[src/rtl/slave_spi.sv]
// SPI target in the CLK domain: SCLK idles high, both ends sample on SCLK falling, MSB first.
// Bytes move through a one-deep transmit buffer and a one-deep receive holding register.
module slave_spi #(
  parameter int         SYNC_STAGES = 2,
  parameter logic [7:0] FILL        = 8'hFF
) (
  input  logic       CLK,
  input  logic       RES_N,
  input  logic       SS,
  input  logic       SCLK,
  input  logic       MOSI,
  output logic       MISO,
  output logic       MISO_OE,
  output logic       FRAME,
  input  logic [7:0] TX_DATA,
  input  logic       TX_WR,
  output logic       TX_FULL,
  output logic [7:0] RX_DATA,
  output logic       RX_VALID,
  input  logic       RX_ACK,
  output logic       OVERRUN,
  input  logic       OVR_CLR
);

  typedef enum logic {IDLE, SHIFT} state_t;

  logic [SYNC_STAGES-1:0] ss_sync_p0, sclk_sync_p0, mosi_sync_p0;
  logic                   ss_p1, sclk_p1;
  logic                   ss_s, sclk_s, mosi_s;
  logic                   ss_fall, ss_rise, sclk_fall, sclk_rise;

  state_t     state_q, state_d;
  logic       start, stop, fall_ev, rise_ev, active;
  logic [2:0] bit_cnt;
  logic [6:0] tx_shift, rx_shift;
  logic [7:0] tx_buf, rx_data_q, load_byte, rx_next;
  logic       tx_full_q, rx_valid_q, overrun_q, miso_q;
  logic       load_pt, wr_ok, byte_done, rx_take, ovr_set;

  // Stage p0: input synchronizers; stage p1: delayed copy for edge detection
  always_ff @(posedge CLK or negedge RES_N) begin
    if (!RES_N) begin
      ss_sync_p0   <= '1;
      sclk_sync_p0 <= '1;
      mosi_sync_p0 <= '0;
      ss_p1        <= 1'b1;
      sclk_p1      <= 1'b1;
    end else begin
      ss_sync_p0   <= {ss_sync_p0[SYNC_STAGES-2:0], SS};
      sclk_sync_p0 <= {sclk_sync_p0[SYNC_STAGES-2:0], SCLK};
      mosi_sync_p0 <= {mosi_sync_p0[SYNC_STAGES-2:0], MOSI};
      ss_p1        <= ss_sync_p0[SYNC_STAGES-1];
      sclk_p1      <= sclk_sync_p0[SYNC_STAGES-1];
    end
  end

  assign ss_s      = ss_sync_p0[SYNC_STAGES-1];
  assign sclk_s    = sclk_sync_p0[SYNC_STAGES-1];
  assign mosi_s    = mosi_sync_p0[SYNC_STAGES-1];
  assign ss_fall   = ss_p1 & ~ss_s;
  assign ss_rise   = ~ss_p1 & ss_s;
  assign sclk_fall = sclk_p1 & ~sclk_s;
  assign sclk_rise = ~sclk_p1 & sclk_s;

  always_ff @(posedge CLK or negedge RES_N) begin
    if (!RES_N) state_q <= IDLE;
    else        state_q <= state_d;
  end

  // SS rising wins over a coincident SCLK edge, so a frame end never shifts
  always_comb begin
    state_d = state_q;
    start   = 1'b0;
    stop    = 1'b0;
    fall_ev = 1'b0;
    rise_ev = 1'b0;
    active  = 1'b0;
    case (state_q)
      IDLE: begin
        if (ss_fall) begin
          state_d = SHIFT;
          start   = 1'b1;
        end
      end
      SHIFT: begin
        active = 1'b1;
        if (ss_rise) begin
          state_d = IDLE;
          stop    = 1'b1;
        end else begin
          fall_ev = sclk_fall;
          rise_ev = sclk_rise;
        end
      end
      default: state_d = IDLE;
    endcase
  end

  assign load_pt   = start | (rise_ev & (bit_cnt == 3'd0));
  assign load_byte = tx_full_q ? tx_buf : FILL;
  assign rx_next   = {rx_shift, mosi_s};
  assign byte_done = fall_ev & (bit_cnt == 3'd7);
  assign rx_take   = byte_done & (~rx_valid_q | RX_ACK);
  assign ovr_set   = byte_done & ~rx_take;
  // A write coinciding with a load lands even when full: the load drains the old byte
  assign wr_ok     = TX_WR & (~tx_full_q | load_pt);

  // Transmit path: MISO always presents the MSB of the byte being shifted
  always_ff @(posedge CLK or negedge RES_N) begin
    if (!RES_N) begin
      tx_shift <= '0;
      miso_q   <= 1'b0;
    end else if (load_pt) begin
      tx_shift <= load_byte[6:0];
      miso_q   <= load_byte[7];
    end else if (rise_ev) begin
      tx_shift <= {tx_shift[5:0], 1'b0};
      miso_q   <= tx_shift[6];
    end
  end

  always_ff @(posedge CLK or negedge RES_N) begin
    if (!RES_N) begin
      tx_buf    <= '0;
      tx_full_q <= 1'b0;
    end else begin
      if (wr_ok) tx_buf <= TX_DATA;
      tx_full_q <= wr_ok | (tx_full_q & ~load_pt);
    end
  end

  // Receive path
  always_ff @(posedge CLK or negedge RES_N) begin
    if (!RES_N) begin
      bit_cnt  <= '0;
      rx_shift <= '0;
    end else begin
      if (start | stop) bit_cnt <= 3'd0;
      else if (fall_ev) bit_cnt <= bit_cnt + 3'd1;
      if (fall_ev) rx_shift <= rx_next[6:0];
    end
  end

  always_ff @(posedge CLK or negedge RES_N) begin
    if (!RES_N) begin
      rx_data_q  <= '0;
      rx_valid_q <= 1'b0;
      overrun_q  <= 1'b0;
    end else begin
      if (rx_take) begin
        rx_data_q  <= rx_next;
        rx_valid_q <= 1'b1;
      end else if (RX_ACK) begin
        rx_valid_q <= 1'b0;
      end
      overrun_q <= ovr_set | (overrun_q & ~OVR_CLR);
    end
  end

  assign MISO     = miso_q;
  assign MISO_OE  = active;
  assign FRAME    = active;
  assign TX_FULL  = tx_full_q;
  assign RX_DATA  = rx_data_q;
  assign RX_VALID = rx_valid_q;
  assign OVERRUN  = overrun_q;

endmodule

[config.mk]
export PLATFORM = sky130hd
export DESIGN_NAME = slave_spi
export DESIGN_NICKNAME = d
export VERILOG_FILES = /design/src/rtl/slave_spi.sv
export SDC_FILE = /design/constraint.sdc
export NUM_CORES = 1
export LEC_CHECK = 0
export ABC_AREA = 1
export CORE_MARGIN = 2
export CORE_UTILIZATION = 52
export DETAILED_ROUTE_END_ITERATION = 10
export PLACE_DENSITY = 0.75
export SYNTH_ARGS = -nofsm -noshare
export SYNTH_HDL_FRONTEND = slang
export SYNTH_SLANG_ARGS = --single-unit
[constraint.sdc]
create_clock -name CLK -period 1.5 [get_ports CLK]
set_input_delay 0.3 -clock CLK [delete_from_list [all_inputs] [get_ports CLK]]
set_output_delay 0.3 -clock CLK [all_outputs]
set_load 0.02 [all_outputs]
==> results of run 1 <==
synthesized netlist by cell type:
library cell  instances  share of area
nand3_1              10          0.026
nand3_4               1         0.0091
clkbuf_1              1         0.0019
dfstp_2               6          0.082
buf_2                 1         0.0026
o211ai_1              7          0.027
nor2_8                1          0.010
nand3_2               1         0.0052
nand2_1              63           0.12
buf_4                 2         0.0078
a21oi_4               1         0.0085
o21ai_1               1         0.0026
inv_1                18          0.035
ha_1                  3          0.020
inv_2                 3         0.0059
nor2_1               10          0.020
nand2_2               5          0.016
buf_6                 1         0.0059
o22ai_1               1         0.0033
o21ai_0              12          0.031
dfrtp_1              40           0.52
o21ai_2               8          0.036
sequential cells by signal (all words and copies together), names as in the netlist, 2 cells and up:
name	cells
RX_DATA	8
tx_buf	8
rx_shift	7
tx_shift	7
bit_cnt	3
mosi_sync_p0	2
sclk_sync_p0	2
ss_sync_p0	2
logic make-up (layout without fill, tap and decap cells):
logic type,count (synthesis),after routing,share of synthesized area
buf+inv,26,65,0.0592
compound gates,30,30,0.109
fa+ha+maj,3,3,0.0195
flops,46,46,0.602
simple gates,91,94,0.210
per-stage QoR:
stage               setup TNS (ns)  total power, mW  hold slack [ns]  setup slack, ns  utilization
finish                           0             3.12            0.354           0.0652        0.686
global route               -0.0288             3.33            0.369          -0.0201        0.686
CTS                              0             3.07            0.355           0.0218        0.655
detailed placement               0             2.35            0.210          0.00991        0.631
global placement                 0             2.33            0.205           0.0521        0.631
floorplan                        0             2.12          0.00441            0.111            -
power breakdown:
part	switching, mW	leakage, nW	total, mW	internal (mW)
sequential	0.154	0.582	1.67	1.51
combinational	0.435	0.616	0.723	0.288
clock	0.404	0.0441	0.731	0.327
total	0.993	1.24	3.12	2.13
what timing repair did:
action | in CTS | in global routing
buffers inserted | 0 | 2
gates cloned | 0 | 3
endpoints found under the hold margin | 12 | 0
hold buffers | 1 | 0
endpoints found under the setup margin | 15 | 23
resized for setup | 15 | 18
pin swaps | 0 | 2
worst reg2reg max path: stages, from the launching register on:
cell and delay, ns:
dfstp_2 0.58, nor2_2 0.07, nand2_2 0.20, nand2_4 0.11
buf_4 0.15, o211ai_1 0.15, nand2_1 0.06
worst paths after layout:
kind                                      startpoint                         to  slack [ns]  cells past startpoint
max reg2reg                  ss_sync_p0[1]$_DFF_PN1_    tx_shift[6]$_DFFE_PN0P_        0.07                      6
max                          ss_sync_p0[1]$_DFF_PN1_    tx_shift[6]$_DFFE_PN0P_        0.07                      6
min                        mosi_sync_p0[0]$_DFF_PN0_  mosi_sync_p0[1]$_DFF_PN0_        0.35                      0
min in group asynchronous                      RES_N    tx_shift[5]$_DFFE_PN0P_        0.43                      2
min reg2reg                mosi_sync_p0[0]$_DFF_PN0_  mosi_sync_p0[1]$_DFF_PN0_        0.35                      0
max in group asynchronous                      RES_N    ss_sync_p0[0]$_DFF_PN1_        0.55                      3
final cells by class:
type	instances	area, um2
Clock buffer	5	68.8
Clock inverter	3	21.3
Fill cell	284	1130
Inverter	21	81.3
Multi-Input combinational cell	127	737
Sequential cell	46	1160
Tap cell	48	60.1
Timing Repair Buffer	36	348
metal layers:
metal  GRT usage  share of wire  vias up
met5           0              0        -
met4      0.0479         0.0062        0
met3      0.0469          0.029        2
met2       0.260           0.47       23
met1       0.236           0.50      669
li1            -              -      709
==> impl_metrics.yaml, run 1 <==
status:
  run_status: "completed"
drt:
  wire_per_inst_um: 11.9
  wirelength_mm: 3.41
  ant_nets: 0
  drc_errors: 0
  firstDrtPassIters: 4
  drt_iter0_markers: 57
  vias: 1403
  vias_per_cell: 4.91
power_and_ir_drop:
  p_per_area_nw_per_um2: 1260
  leakagePower_nw: 1.24
  vdd_drop_max_mv: 0.742
hold_path:
  min_path_type: "reg2reg"
global_route:
  grt_pass1_wl_mm: 5.48
  grt_pass1_vias: 1240
  antenna_found_initial: 0
  grt_remaining_overflow: 0
  grt_max_degree: 35
  grt_usage: 0.169
sta:
  clock.fmax_ghz: 0.697
  grt_setup_unrepaired: "yes"
  skew_ns: 0.0110
  worst_pin_slew_ns: 0.308
  setup_viol: 0
  hold_viol_final: 0
  slew_headroom: 0.794
  period_needed_ns: 1.43
  finalCritPeriodShare: 0.957
  drv_slew: 0
die:
  start_util: 0.533
  die_height_um: 64.8
  io-pin-count: 30
  floorplan.die.width_um: 64.8
  rows: 22
  coreArea_um2: 3610
  die-area_um2: 4200
layout:
  final_common_cell: "nand2_1"
  fin_nets: 256
  finalNonFillerCells: 286
  area_growth_pct: 28.7
  diodes: 0
  final_cell_mix: "61 x nand2_1, 40 x dfrtp_1, 15 x inv_1"
  fin_area_um2: 2470
  drive_gt1_frac: 0.218
clock_network:
  path_clk_slew_ns: 0.09
  clock_path_buffers: 2
  cts_buffers: 5
  h-tree-depth: 2
  cts_tree: "built"
  insertion_delay_ns: 0.29
  cts.sink_count: 46
  root_buffer: "clkbuf_8"
placement:
  placed_cell_area_um2: 2280
  dp_hpwl_mm: 2.21
  gp_congestion: 0.764
  io_buffers: 29
  dp_cells: 272
worst_setup_path:
  critPathMaxFanout: 7
  critPathTopFamily: "flip-flops"
  cpPeakStageDelay_ns: 0.58
  critPathBufInv: 1
  cp-start-kind: "flop"
  crit_type: "reg2reg"
  cp-end-kind: "flop"
  cp.required_ns: 1.68
  path_cells: "nor2_2 -> nand2_2 -> nand2_4 -> buf_4 -> o211ai_1 -> nand2_1"
  crit_path_top_delay_cell: "dfstp_2"
  cp.arrival_ns: 1.61
synthesis:
  synth_nets: 215
  ys_seq_area_frac: 0.602
  syn_area_um2: 1920
  synth.avg_cell_area_um2: 9.81
  syn-instance-count: 196
  synth_seq_cells: 46
  synth-warning-count: 0
  synth_cell_type_count: 22
flow_run:
  drv_cap: 0
Note: power is estimated with default switching activity, not from simulation.
==> run 2, diff against run 1 <==
Settings changed: CORE_UTILIZATION 52 to 36, PLACE_DENSITY 0.75 to 0.54.
==> impl_metrics.yaml, run 2 (same netlist as run 1, synthesis figures left out) <==
worst_setup_path:
  crit_type: "reg2reg"
  critPathTopFamily: "flip-flops"
  critPathBufInv: 3
  crit_top_cell: "inv_2"
  path_depth: 7
  cp.required_ns: 1.72
  rr_worst_depth: 7
  cp-start-kind: "flop"
  cpPeakStageDelay_ns: 0.53
  path_cells: "inv_2 -> a21oi_4 -> inv_2 -> nor2_8 -> buf_8 -> nand2_1 -> o22ai_1"
  rrSetupSlack_ns: 0.1
  cp-end-kind: "flop"
  crit_path_top_delay_cell: "dfstp_2"
  r2r-end: "OVERRUN$_DFF_PN0_"
  cp.arrival_ns: 1.62
  reg2reg_from: "ss_p1$_DFF_PN1_"
  critPathMaxFanout: 18
layout:
  diodes: 0
  area_growth_pct: 30.5
  fin_nets: 258
  drive_gt1_frac: 0.204
  final_cell_mix: "61 x nand2_1, 40 x dfrtp_1, 18 x inv_1"
  final_common_cell: "nand2_1"
  fin_area_um2: 2510
power_and_ir_drop:
  switching_share: 0.302
  p_comb_frac: 0.227
  vdd_drop_max_mv: 0.879
  p_seq_frac: 0.515
  clockPowerShare: 0.258
  leakagePower_nw: 1.26
  p_sw_mw: 0.970
  power_mw: 3.21
  p_int_mw: 2.24
  p_per_area_nw_per_um2: 1280
sta:
  worst_pin_slew_ns: 0.267
  hold_viol_final: 0
  finalCritPeriodShare: 0.936
  period_needed_ns: 1.40
  drv_slew: 0
  skew_ns: 0.00649
  slew_headroom: 0.821
  setup_viol: 0
  clock.fmax_ghz: 0.712
  grt_setup_unrepaired: "no"
  tns_ns: 0
  setup_ws_ns: 0.0964
global_route:
  antenna_found_initial: 0
  grt_remaining_overflow: 0
  grt_pass1_wl_mm: 5.82
  grt_usage: 0.124
  grt_max_degree: 47
  grt_pass1_vias: 1298
clock_network:
  root_buffer: "clkbuf_8"
  clock_path_buffers: 2
  cts.sink_count: 46
  h-tree-depth: 2
  cts_tree: "built"
  path_clk_slew_ns: 0.08
  insertion_delay_ns: 0.29
  cts_buffers: 5
die:
  die_height_um: 77.1
  io-pin-count: 30
  rows: 26
  start_util: 0.374
  coreArea_um2: 5140
  floorplan.die.width_um: 77.1
  die-area_um2: 5940
drt:
  vias_per_cell: 4.41
  drc_errors: 0
  wire_per_inst_um: 11.1
  firstDrtPassIters: 4
  vias: 1368
  drt_iter0_markers: 61
  wirelength_mm: 3.45
  ant_nets: 0
placement:
  dp_hpwl_mm: 2.34
  gp_congestion: 0.759
  io_buffers: 29
  placed_cell_area_um2: 2340
  place_ws_ns: 0.0238
hold_path:
  min_path_type: "reg2reg"
  hold_start: "sclk_sync_p0[0]$_DFF_PN1_"
  whs_path_depth: 0
  hold_end: "sclk_sync_p0[1]$_DFF_PN1_"
status:
  run_status: "completed"
flow_run:
  drv_cap: 0
-- run 2: metrics by stage --
step / hold slack [ns] / std cells / util
final: 0.357 / 310 / 0.488
after global routing: 0.363 / 310 / 0.488
after CTS: 0.359 / 306 / 0.474
after detailed placement: 0.302 / 297 / 0.455
after global placement: 0.301 / 297 / 0.455
after floorplan: 0.00441 / 196 / -
-- run 2: metal layers --
metal	vias to the layer above	global-route usage	part of all wire
li1	710	-	-
met1	636	0.165	0.51
met2	15	0.189	0.44
met3	7	0.0365	0.029
met4	0	0.0536	0.017
met5	-	0	0
-- run 2: what timing repair did --
item                                    CTS  global route
gates cloned                              0             2
hold buffers                              1             0
endpoints found under the setup margin   14            24
pin swaps                                 0             4
resized for setup                        14            11
hold endpoints to repair                 40             0
buffers inserted                          0             2
-- run 2: worst max path at each step --
stage / startpoint / endpoint / slack [ns]
floorplan: state_q$_DFF_PN0_ / RX_DATA[5]$_DFFE_PN0P_ / 0.11
global placement: RX_ACK / RX_DATA[4]$_DFFE_PN0P_ / 0.04
detailed placement: RX_ACK / RX_DATA[4]$_DFFE_PN0P_ / 0.02
CTS: ss_p1$_DFF_PN1_ / tx_shift[1]$_DFFE_PN0P_ / 0.03
global route: ss_p1$_DFF_PN1_ / bit_cnt[0]$_DFFE_PN0P_ / 0.005
finish: ss_p1$_DFF_PN1_ / OVERRUN$_DFF_PN0_ / 0.1
-- run 2: power by group through the flow --
stage	registers, mW	logic, mW	clock network, mW
after floorplan	1.68	0.441	0
after global placement	1.68	0.704	0
after detailed placement	1.68	0.712	0
after CTS	1.66	0.695	0.866
after global routing	1.69	0.844	0.910
final	1.65	0.729	0.827
-- run 2: cell type report --
type / instances / area, um2
fillers: 502 / 2630
flip-flops and latches: 46 / 1160
multi-input cells: 126 / 702
repair buffers: 39 / 378
clock buffers: 7 / 96.3
well taps: 70 / 87.6
inverters: 21 / 78.8
clock inverters: 1 / 8.76
==> run 3, diff against run 2 <==
Settings changed: DONT_BUFFER_PORTS set to 1, GPL_TIMING_DRIVEN set to 0, PLACE_DENSITY 0.54 to 0.47.
==> impl_metrics.yaml, run 3 (same netlist as run 1, synthesis figures left out) <==
power_and_ir_drop:
  p_int_mw: 2.14
  clockPowerShare: 0.250
  p_sw_mw: 1.07
  leakagePower_nw: 1.17
  vdd_drop_max_mv: 0.650
  p_comb_frac: 0.215
  p_seq_frac: 0.535
  p_per_area_nw_per_um2: 1340
  switching_share: 0.334
sta:
  slew_headroom: 0.616
  setup_ws_ns: 0.0180
  clock.fmax_ghz: 0.675
  drv_slew: 0
  hold_ws_ns: 0.101
  hold_viol_final: 0
  tns_ns: 0
  period_needed_ns: 1.48
  finalCritPeriodShare: 0.988
  worst_pin_slew_ns: 0.576
  setup_viol: 0
  skew_ns: 0.0101
  grt_setup_unrepaired: "yes"
drt:
  ant_nets: 0
  firstDrtPassIters: 4
  vias: 1370
  wire_per_inst_um: 13.3
  vias_per_cell: 4.66
  drt_iter0_markers: 67
  wirelength_mm: 3.91
  drc_errors: 0
clock_network:
  cts.sink_count: 46
  cts_buffers: 5
  insertion_delay_ns: 0.30
  cts_tree: "built"
  h-tree-depth: 2
  path_clk_slew_ns: 0.10
  root_buffer: "clkbuf_8"
  clock_path_buffers: 2
placement:
  gp_congestion: 0.718
  dp_hpwl_mm: 2.42
  place_ws_ns: -0.0763
  io_buffers: 0
layout:
  final_common_cell: "nand2_1"
  diodes: 0
  fillerInstances: 539
  register_area_um2: 1160
  multi_input_area_um2: 754
  drive_gt1_frac: 0.321
  fin_nets: 242
  final_util: 0.466
  area_growth_pct: 24.7
  final_cell_mix: "51 x nand2_1, 39 x dfrtp_1, 16 x inv_1"
status:
  run_status: "completed"
worst_setup_path:
  cp.arrival_ns: 1.69
  path_cells: "inv_4 -> a21oi_4 -> inv_2 -> nor2_8 -> nand3_4 -> buf_8 -> nand2_2 -> o21ai_2"
  critPathBufInv: 3
  cp-start-kind: "flop"
  critPathMaxFanout: 10
  crit_path_top_delay_cell: "dfstp_2"
  critPathTopFamily: "flip-flops"
  crit_type: "reg2reg"
  cp-end-kind: "flop"
  cpPeakStageDelay_ns: 0.55
  cp.required_ns: 1.71
die:
  start_util: 0.374
  rows: 26
  die_height_um: 77.1
  io-pin-count: 30
  floorplan.die.width_um: 77.1
  die-area_um2: 5940
  coreArea_um2: 5140
flow_run:
  drv_cap: 0
global_route:
  grt_remaining_overflow: 0
  grt_pass1_vias: 1400
  antenna_found_initial: 0
  grt_max_degree: 47
  grt_usage: 0.140
  grt_pass1_wl_mm: 6.60
hold_path:
  min_path_type: "in2reg"
## run 3: cell count changes in the layout (fill, tap and decap cells not counted), sizes merged, moves of 2 or more
cell / previous run / this run
buf: 10 / 19
clkdlybuf4s50: 14 / 0
dlygate4sd2: 14 / 0
dlygate4sd3: 1 / 4
inv: 21 / 23
## run 3: final timing paths
| check | startpoint | endpoint | slack [ns] | depth (start not counted) |
|---|---|---|---|---|
| hold / removal | OVR_CLR | OVERRUN$_DFF_PN0_ | 0.10 | 1 |
| hold reg to reg | ss_sync_p0[0]$_DFF_PN1_ | ss_sync_p0[1]$_DFF_PN1_ | 0.36 | 0 |
| setup / recovery | ss_p1$_DFF_PN1_ | RX_DATA[5]$_DFFE_PN0P_ | 0.02 | 8 |
| max in group asynchronous | RES_N | sclk_p1$_DFF_PN1_ | 0.73 | 2 |
| min in group asynchronous | RES_N | rx_shift[5]$_DFFE_PN0P_ | 0.50 | 2 |
| setup reg to reg | ss_p1$_DFF_PN1_ | RX_DATA[5]$_DFFE_PN0P_ | 0.02 | 8 |
## run 3: metrics by stage
step | area [um2] | power (mW) | cells
6_report | 2400 | 3.22 | 294
3_5_place_dp | 2010 | 2.25 | 266
5_1_grt | 2400 | 3.45 | 294
2_1_floorplan | 1920 | 2.12 | 196
3_3_place_gp | 2010 | 2.23 | 266
4_1_cts | 2190 | 3.13 | 281
## run 3: per-layer routing
metal  up-vias  GRT usage  share of wire
li1        677          -              -
met1       655      0.186           0.49
met2        31      0.214           0.46
met3         7     0.0400          0.040
met4         0     0.0589          0.017
met5         -          0              0
## run 3: layout make-up
class,instances,share of cell area
Clock buffer,5,0.0287
Multi-Input combinational cell,125,0.315
Buffer,5,0.0162
Timing Repair Buffer,19,0.0736
Inverter,21,0.0355
Tap cell,70,0.0365
Sequential cell,46,0.484
Clock inverter,3,0.0110
## run 3: repair_timing
item | 4_1_cts | 5_1_grt
hold endpoints to repair | 49 | 0
cloned | 0 | 1
setup endpoints to repair | 9 | 25
gates resized for setup | 2 | 29
pin swaps | 1 | 7
buffers inserted | 2 | 12
hold buffers | 5 | 0
## run 3: power groups by stage
stage	Sequential, mW	Combinational, mW	Clock (mW)
2_1_floorplan	1.68	0.441	0
3_3_place_gp	1.71	0.511	0
3_5_place_dp	1.72	0.528	0
4_1_cts	1.70	0.582	0.844
5_1_grt	1.76	0.792	0.901
6_report	1.72	0.693	0.805
## run 3: worst register-to-register path, cell delays in order (launching register included)
cell and delay, ns:
dfstp_2 0.55, inv_4 0.05, a21oi_4 0.16, inv_2 0.09, nor2_8 0.13, nand3_4 0.12
buf_8 0.18, nand2_2 0.06, o21ai_2 0.05
